--- src/rtl/rc5_pkg.sv ---
// Shared RC5-32/12/16 constants, address widths and the word rotate helper.
// Used by the key expander and by anything reading its memories.
package rc5_pkg;

    localparam int W = 32;
    localparam int U = W / 8;
    localparam int B = 16;
    localparam int R = 12;
    localparam int T = 2 * (R + 1);
    localparam int C = B / U;

    localparam logic [W-1:0] PW = 32'hB7E15163;
    localparam logic [W-1:0] QW = 32'h9E3779B9;

    localparam int KAW = $clog2(B);
    localparam int TAW = $clog2(T);
    localparam int CAW = $clog2(C);
    localparam int UAW = $clog2(U);
    localparam int RW  = $clog2(W);

    localparam int MIX_ITERS = 3 * ((T > C) ? T : C);
    localparam int ITW       = $clog2(MIX_ITERS);

    typedef logic [W-1:0] word_t;

    // Left rotate: the upper half of the doubled word shifted left holds the result.
    function automatic word_t rotl(input word_t x, input logic [RW-1:0] n);
        logic [2*W-1:0] t;
        t = {x, x} << n;
        return t[2*W-1:W];
    endfunction

endpackage

--- src/rtl/rc5_ram.sv ---
// Generic memory: combinational read, synchronous write, no reset of contents.
module rc5_ram #(
    parameter int DEPTH = 16,
    parameter int WIDTH = 8,
    localparam int AW = (DEPTH > 1) ? $clog2(DEPTH) : 1
) (
    input  logic             clk,
    input  logic             we,
    input  logic [AW-1:0]    waddr,
    input  logic [WIDTH-1:0] wdata,
    input  logic [AW-1:0]    raddr,
    output logic [WIDTH-1:0] rdata
);

    logic [WIDTH-1:0] ram [DEPTH];

    assign rdata = ram[raddr];

    always_ff @(posedge clk) begin
        if (we) begin
            ram[waddr] <= wdata;
        end
    end

endmodule

--- src/rtl/key_expander.sv ---
// RC5-32/12/16 key schedule: LOAD key bytes into L, INIT S from PW/QW, MIX S with L.
// done rises 198 cycles after reset release and holds; the tables then stay frozen.
module key_expander
    import rc5_pkg::*;
(
    input  logic clk,
    input  logic rst,
    output logic done
);

    localparam logic [1:0] LOAD = 2'd0;
    localparam logic [1:0] INIT = 2'd1;
    localparam logic [1:0] MIX  = 2'd2;
    localparam logic [1:0] DONE = 2'd3;

    localparam logic [TAW-1:0] I_LAST_KEY = TAW'(B - 1);
    localparam logic [TAW-1:0] I_LAST_S   = TAW'(T - 1);
    localparam logic [CAW-1:0] J_LAST     = CAW'(C - 1);
    localparam logic [ITW-1:0] IT_LAST    = ITW'(MIX_ITERS - 1);

    logic [1:0]     state;
    logic [TAW-1:0] i;
    logic [CAW-1:0] j;
    word_t          a_reg;
    word_t          b_reg;
    logic [ITW-1:0] iter;
    logic           mix_ph;
    logic [W-9:0]   lacc;

    logic [KAW-1:0] key_addr;
    logic [7:0]     key_rdata;
    logic [CAW-1:0] l_raddr;
    logic [CAW-1:0] l_waddr;
    word_t          l_rdata;
    word_t          l_wdata;
    logic           l_we;
    logic [TAW-1:0] s_raddr;
    logic [TAW-1:0] s_waddr;
    word_t          s_rdata;
    word_t          s_wdata;
    logic           s_we;

    word_t ab_sum;
    word_t a_next;
    word_t b_next;

    assign key_addr = i[KAW-1:0];

    rc5_ram #(.DEPTH(B), .WIDTH(8)) key_RAM (
        .clk   (clk),
        .we    (1'b0),
        .waddr (key_addr),
        .wdata (8'h00),
        .raddr (key_addr),
        .rdata (key_rdata)
    );

    rc5_ram #(.DEPTH(C), .WIDTH(W)) L_RAM (
        .clk   (clk),
        .we    (l_we),
        .waddr (l_waddr),
        .wdata (l_wdata),
        .raddr (l_raddr),
        .rdata (l_rdata)
    );

    rc5_ram #(.DEPTH(T), .WIDTH(W)) S_RAM (
        .clk   (clk),
        .we    (s_we),
        .waddr (s_waddr),
        .wdata (s_wdata),
        .raddr (s_raddr),
        .rdata (s_rdata)
    );

    // In the second MIX cycle a_reg already holds the freshly written S value.
    always_comb begin
        ab_sum  = a_reg + b_reg;
        a_next  = rotl(s_rdata + ab_sum, RW'(3));
        b_next  = rotl(l_rdata + ab_sum, ab_sum[RW-1:0]);
        s_raddr = i;
        s_waddr = i;
        s_wdata = a_next;
        s_we    = 1'b0;
        l_raddr = j;
        l_waddr = j;
        l_wdata = b_next;
        l_we    = 1'b0;
        case (state)
            LOAD: begin
                l_waddr = i[KAW-1:UAW];
                l_wdata = {key_rdata, lacc};
                l_we    = &i[UAW-1:0];
            end
            INIT: begin
                s_raddr = i - 1'b1;
                s_wdata = (i == '0) ? PW : s_rdata + QW;
                s_we    = 1'b1;
            end
            MIX: begin
                s_we = ~mix_ph;
                l_we = mix_ph;
            end
            default: ;
        endcase
    end

    always_ff @(posedge clk or posedge rst) begin
        if (rst) begin
            state  <= LOAD;
            done   <= 1'b0;
            i      <= '0;
            j      <= '0;
            a_reg  <= '0;
            b_reg  <= '0;
            iter   <= '0;
            mix_ph <= 1'b0;
            lacc   <= '0;
        end else begin
            case (state)
                LOAD: begin
                    // Little-endian assembly: older bytes drift toward the low end.
                    lacc <= {key_rdata, lacc[W-9:8]};
                    if (i == I_LAST_KEY) begin
                        i     <= '0;
                        state <= INIT;
                    end else begin
                        i <= i + 1'b1;
                    end
                end
                INIT: begin
                    if (i == I_LAST_S) begin
                        i      <= '0;
                        j      <= '0;
                        a_reg  <= '0;
                        b_reg  <= '0;
                        iter   <= '0;
                        mix_ph <= 1'b0;
                        state  <= MIX;
                    end else begin
                        i <= i + 1'b1;
                    end
                end
                MIX: begin
                    if (!mix_ph) begin
                        a_reg  <= a_next;
                        mix_ph <= 1'b1;
                    end else begin
                        b_reg  <= b_next;
                        mix_ph <= 1'b0;
                        i      <= (i == I_LAST_S) ? '0 : i + 1'b1;
                        j      <= (j == J_LAST) ? '0 : j + 1'b1;
                        if (iter == IT_LAST) begin
                            state <= DONE;
                            done  <= 1'b1;
                        end else begin
                            iter <= iter + 1'b1;
                        end
                    end
                end
                DONE: ;
                default: state <= LOAD;
            endcase
        end
    end

endmodule

--- config.mk ---
export PLATFORM = sky130hd
export DESIGN_NAME = key_expander
export DESIGN_NICKNAME = d
export VERILOG_FILES = /design/src/rtl/rc5_pkg.sv /design/src/rtl/rc5_ram.sv /design/src/rtl/key_expander.sv
export SDC_FILE = /design/constraint.sdc
export NUM_CORES = 1
export LEC_CHECK = 0
export CAP_MARGIN = 20
export CORE_MARGIN = 10
export CORE_UTILIZATION = 59
export DETAILED_ROUTE_END_ITERATION = 8
export GPL_TIMING_DRIVEN = 0
export HOLD_SLACK_MARGIN = 0.15
export PLACE_DENSITY_LB_ADDON = 0.05
export REMOVE_ABC_BUFFERS = 1
export SYNTH_ARGS = -nofsm -noshare
export SYNTH_HDL_FRONTEND = slang
export SYNTH_SLANG_ARGS = --single-unit
export TNS_END_PERCENT = 1
--- constraint.sdc ---
create_clock -name clk -period 2.2 [get_ports clk]
set_input_delay 0.44 -clock clk [delete_from_list [all_inputs] [get_ports clk]]
set_output_delay 0.44 -clock clk [all_outputs]
set_load 0.01 [all_outputs]
==> metrics.md, run 1 <==
| Metric | Value |
|---|---|
| Max Fanout on Critical Path | `5` |
| Starting Density | `65.2%` |
| Critical Path RT | `2.41 ns` |
| Clock latency on the worst-skew pair | `0.28 ns` |
| Post CTS Setup Buffer Count | `0` |
| TritonRoute pass-1 iters | `4` |
| Pwr Density | `around 450 nW/um^2` |
| Worst-margin pin slew | `just under 0.6 ns` |
| Layout area overhead | `7.51%` |
| FILL cells | `110` |
| Syn Area/Cell | `between 10 and 15 um^2` |
| Synth Instances | `100` |
| Final period util | `between 80% and 90%` |
| Std cell rows | `14` |
| Die X | `61.5 um` |
| Clock Skews | `0.00234 ns` |
| Grt total ovfl | `0` |
| Ratio of cells with drive above 1 in the final layout | `14.2%` |
| Count of cells resized by post-cts repair | `0` |
| Dpl hpwl | `roughly 1300 um` |
| # hold bufs at CTS | `0` |
| Cell area after synthesis | `approximately 1000 um^2` |
| Via count | `between 700 and 800` |
| CORE AREA | `1560 um^2` |
| Worst hold margin | `0.473 ns` |
| TritonCTS clock tree | `yes` |
| Antenna cell count | `0` |
| Clk sink count | `16` |
| Global-route usage over all layers | `10.6%` |
| Number of global-route vias before repair | `687` |
| Number of buffers added on ports | `2` |
| Met2 WL | `775 um` |
| First-pass GRT wire length | `2970 um` |
| Final RePlAce weighted congestion | `between 0.8 and 0.9` |
| Reg2Reg Launch Point | `i[0]` |
| Final net count | `119` |
| Pin count of the biggest net entering global routing | `17` |
| Sequential fraction of the synthesis area | `39.4%` |
| Setup crit start kind | `flip-flop` |
| Multi-input gate area | `574 um^2` |
| # placed instances | `118` |
| Final Max Slew Viols | `0` |
| Crit path kind | `flip-flop to flip-flop` |
| Antenna violations before repair | `0` |
| Status | `complete, no violations` |
| Final setup margin | `0.341 ns` |
| Total die area | `between 3000 and 4000 um^2` |
| FF/Latch Area | `400 um^2` |
| Max-slew headroom | `60.2%` |
| Post-synth ARST share | `100%` |
| Vert. Die Dim | `around 60 um` |
| Top routing layer used | `met4` |
| Setup-failing EPs final | `0` |
| Synthesis Warnings | `0` |
| Max-cap viol count | `0` |
| Post-Place Setup Slack | `0.347 ns` |
| Final hold violations | `0` |
| Hold_sp | `done` |
| Ys flop type | `dfrtp_1` |
| Post-route cell area | `1090 um^2` |
| Root Buffer | `clkbuf_4` |
| CP endpoint kind | `flip-flop` |
| I/O pin cnt | `3` |
| Final Power | `0.493 mW` |
| Worst hold stages | `2` |
| Yosys reg bits | `16` |
| Via-to-Cell Ratio | `5.93` |
| Yosys cell types | `30` |
| Clock transition at path regs | `0.09 ns` |
| Post-Route M1 WL | `882 um` |
| Fmax | `538 MHz` |
| Remaining DRCs | `0` |
| Clk buf depth | `2` |
| Critical path arrival | `about 2.1 ns` |
| DP Area | `1060 um^2` |
| Final Core Density | `70.1%` |
| Final Instance Count excl. Fillers | `122` |
| Worst VDD drop | `0.314 mV` |
| TritonCTS buffer count | `3` |
| Unrepaired setup endpoints after global routing | `false` |
| Per-cell routed wire length | `roughly 14 um` |
| Lkg Pwr | `~0.52 nW` |
| Total Routed Length | `1730 um` |
| Post-synth EDFFs | `0` |
| Min Tclk post-route | `between 1.5 and 2 ns` |
| HP Class | `flip-flop to flip-flop` |
| Initial drt markers | `15` |
| Worst setup startpoint | `i[0]` |
| WL met3 | `51 um` |
| H-tree depth | `1` |
| Cells on worst reg2reg path | `6` |
| Setup TNS | `0 ns` |
| ANT nets after route | `0` |
-- registers in the layout, indices dropped and copies added, names as in the netlist --
| signal | count |
|---|---|
| done | 1 |
| i | 5 |
| iter | 7 |
| mix_ph | 1 |
| state | 2 |
-- routing by layer --
layer / vias to the layer above / global-route usage [%]
li1: 368 / -
met1: 347 / 13.6
met2: 7 / 15.4
met3: 2 / 3.29
met4: 0 / 5.73
met5: - / 0
-- cells in the final DEF, fill, tap and decap left out, types with 2 or more instances in the layout --
cell type | Yosys | layout
mux2i_1 | 2 | 2
a221o_1 | 2 | 2
and2_1 | 4 | 4
nand2b_1 | 4 | 4
inv_1 | 11 | 11
nand4_1 | 2 | 2
o21ai_0 | 9 | 9
nand2_1 | 8 | 8
clkbuf_4 | 0 | 3
nand3_1 | 3 | 3
mux2_2 | 2 | 2
and3_1 | 2 | 2
nor2_1 | 2 | 2
nor4_1 | 2 | 2
clkdlybuf4s50_1 | 0 | 2
mux2_4 | 2 | 2
ha_1 | 10 | 10
o31ai_1 | 3 | 3
o21ai_1 | 2 | 2
nor2b_1 | 2 | 2
dfrtp_1 | 16 | 16
o2bb2ai_1 | 2 | 2
-- final cells by class --
type	count	area share [%]
Tap cell	16	1.83
Sequential cell	16	36.7
Inverter	11	3.78
Multi-Input combinational cell	73	52.6
Timing Repair Buffer	2	1.83
Clock buffer	4	3.32
-- worst paths after layout --
check / end / slack [ns]
max: i[1] / 0.34
min: done / 0.47
max in group asynchronous: iter[4] / 1.30
max reg2reg: i[1] / 0.34
min reg2reg: done / 0.47
min in group asynchronous: iter[5] / 0.51
-- synthesized netlist by cell type (all sizes together), types with 2 or more instances --
cell	instances	area (um^2)
o2bb2ai	2	17.5
and2	4	25.0
inv	11	41.3
nand4	2	12.5
dfrtp	16	400
a221o	2	20.0
or2	2	15.0
mux2	4	52.6
ha	10	125
nor4	2	12.5
o21ai	11	55.1
nand2b	4	25.0
and3	2	12.5
nand3	3	15.0
nor2b	2	12.5
nand2	8	30.0
nor2	3	13.8
o31ai	3	22.5
mux2i	2	20.0
-- logic make-up (layout without fill, tap and decap cells) --
kind of cell,count (synthesis),count (layout),share of synthesized area [%]
AO/OA/AOI/OAI,21,21,15.5
XOR/XNOR,1,1,0.862
adder cells (fa/ha/maj),10,10,12.3
buffers and inverters,11,17,4.06
flip-flops,16,16,39.4
multiplexers,6,6,7.14
AND/OR/NAND/NOR,35,35,20.7
-- power breakdown --
group | switching (mW) | internal, mW | leakage, nW | total [mW]
combinational | 0.00555 | 0.00164 | 0.302 | 0.00719
clock | 0.0916 | 0.101 | 0.0210 | 0.192
sequential | 0 | 0.294 | 0.196 | 0.294
total | 0.0971 | 0.396 | 0.519 | 0.493
-- critical path: stages (launching register included) --
cell,delay [ns]
dfrtp_1,0.43
ha_1,0.24
and3_1,0.20
ha_1,0.21
mux2_4,0.29
or3_1,0.34
o21ai_1,0.08
Power figures use the tool's default switching activity.
==> inputs of run 2 (changes only) <==
Settings changed: CORE_UTILIZATION 59 to 53.
Clock period 2.2 ns to 1.7 ns, I/O delays scaled along.
==> metrics.md, run 2 (synthesis results as in run 1) <==
| Metric | Value |
|---|---|
| Status | `finished with violations` |
| Failing checks | `setup timing` |
| CP endpoint kind | `flip-flop` |
| Root Buffer | `clkbuf_4` |
| Cells on worst reg2reg path | `6` |
| Largest register FFs | `7` |
| H-tree depth | `1` |
| Final Power | `between 0.6 and 0.7 mW` |
| Lkg Pwr | `between 0.5 and 0.6 nW` |
| Clock latency on the worst-skew pair | `0.29 ns` |
| Final RePlAce weighted congestion | `0.784` |
| Worst R2R Setup Slack | `-0.04 ns` |
| Vert. Die Dim | `approximately 64 um` |
| Setup-failing EPs final | `1` |
| Crit path kind | `flip-flop to flip-flop` |
| HP Class | `primary input to asynchronous set/reset pin` |
| Final net count | `approximately 120` |
| Setup TNS | `-0.0352 ns` |
| Clk sink count | `16` |
| Max Fanout on Critical Path | `4` |
| Layout area overhead | `15.3%` |
| Remaining DRCs | `0` |
| # hold bufs at CTS | `0` |
| Global-route usage over all layers | `10.2%` |
| Worst VDD drop | `0.282 mV` |
| Unrepaired setup endpoints after global routing | `true` |
| Number of global-route vias before repair | `784` |
| Post-Place Setup Slack | `-0.142 ns` |
| Via count | `747` |
| Setup crit start kind | `flip-flop` |
| Ratio of cells with drive above 1 in the final layout | `about a quarter` |
| Worst Setup EP | `i[1]` |
| TritonRoute pass-1 iters | `4` |
| Dpl hpwl | `1400 um` |
| Clock transition at path regs | `roughly 0.1 ns` |
| CORE AREA | `around 1800 um^2` |
| I/O pin cnt | `3` |
| Number of buffers added on ports | `2` |
| Clk buf depth | `2` |
| Final Max Slew Viols | `0` |
| Final hold violations | `0` |
| Initial drt markers | `17` |
| Max-cap viol count | `0` |
| Grt total ovfl | `0` |
| FILL cells | `149` |
| TritonCTS buffer count | `3` |
| Total Routed Length | `1950 um` |
| Final setup margin | `-0.0352 ns` |
| Worst hold margin | `0.407 ns` |
| Reg2Reg Launch Point | `i[0]` |
| Most frequent cells in the layout | `dfrtp_1, inv_1, o21ai_0, nand2_1, ha_1` |
| Total die area | `4070 um^2` |
| Worst-margin pin slew | `0.608 ns` |
| ANT nets after route | `0` |
| Fmax | `576 MHz` |
| Largest regs | `iter: 7 flops, i: 5 flops, state: 2 flops` |
| Antenna cell count | `0` |
| Commonest non-fill, non-tap cell in the layout | `dfrtp_1` |
| Antenna violations before repair | `0` |
| Std cell rows | `15` |
| Final period util | `102%` |
| Critical Path RT | `about 1.9 ns` |
| Worst r2r dst | `i[1]` |
| Min Tclk post-route | `around 1.7 ns` |
| Worst setup startpoint | `i[0]` |
| Starting Density | `57.6%` |
| Final Core Density | `66.4%` |
| TritonCTS clock tree | `yes` |
| First-pass GRT wire length | `~3500 um` |
| Critical path arrival | `1.96 ns` |
| Per-cell routed wire length | `14.4 um` |
| Pin count of the biggest net entering global routing | `17` |
| Biggest register | `iter` |
| Pwr Density | `around 560 nW/um^2` |
| Die X | `63.8 um` |
| Clock Skews | `around 0.0040 ns` |
| Max-slew headroom | `approximately 60%` |
| Via-to-Cell Ratio | `5.53` |
## run 2: changes by cell type in the layout (fill, tap and decap cells not counted), sizes merged
cell	delta
buf	+4
## run 2: worst max-delay path: stages, from the launching register on
cell     delay (ns)
dfrtp_1        0.42
ha_2           0.19
and3_4         0.19
ha_4           0.16
mux2_4         0.28
or3_1          0.34
o21ai_1        0.08
## run 2: repair_timing
action | CTS | global route
setup endpoints to repair | 5 | 8
gates cloned | 0 | 0
pin swaps | 2 | 0
buffers inserted | 4 | 0
resized for setup | 8 | 3
## run 2: worst min path at each step
stage / from / to / slack, ns / depth (start not counted)
floorplan: rst / done / 0.25 / 1
global placement: done / done / 0.45 / 2
detailed placement: done / done / 0.47 / 2
CTS: rst / iter[3] / 0.45 / 2
global route: rst / iter[3] / 0.47 / 2
finish: rst / iter[3] / 0.41 / 2
## run 2: layer usage
| layer | global-route usage (%) | wire [um] |
|---|---|---|
| met1 | 11.9 | 945 |
| met2 | 17.5 | 942 |
| met3 | 2.26 | 37 |
| met4 | 4.10 | 23 |
| met5 | 0 | 0 |
## run 2: area by class of cell
cell class                 instances  area [um^2]  share of cell area [%]
multi-input combinational         73          608                    51.9
sequential                        16          400                    34.2
timing repair buffer               6         53.8                    4.59
inverter                          11         41.3                    3.53
clock buffer                       4         36.3                    3.10
tap                               25         31.3                    2.67
## run 2: power breakdown
part	internal, mW	switching (mW)	leakage, nW
clock network	0.130	0.132	0.0210
registers	0.380	0	0.196
logic	0.00212	0.00733	0.319
total	0.513	0.139	0.536
## run 2: per-stage QoR
stage / instances / area (um^2)
detailed placement: 127 / 1070
global placement: 127 / 1070
finish: 135 / 1170
global route: 135 / 1170
floorplan: 100 / 1020
CTS: 135 / 1160
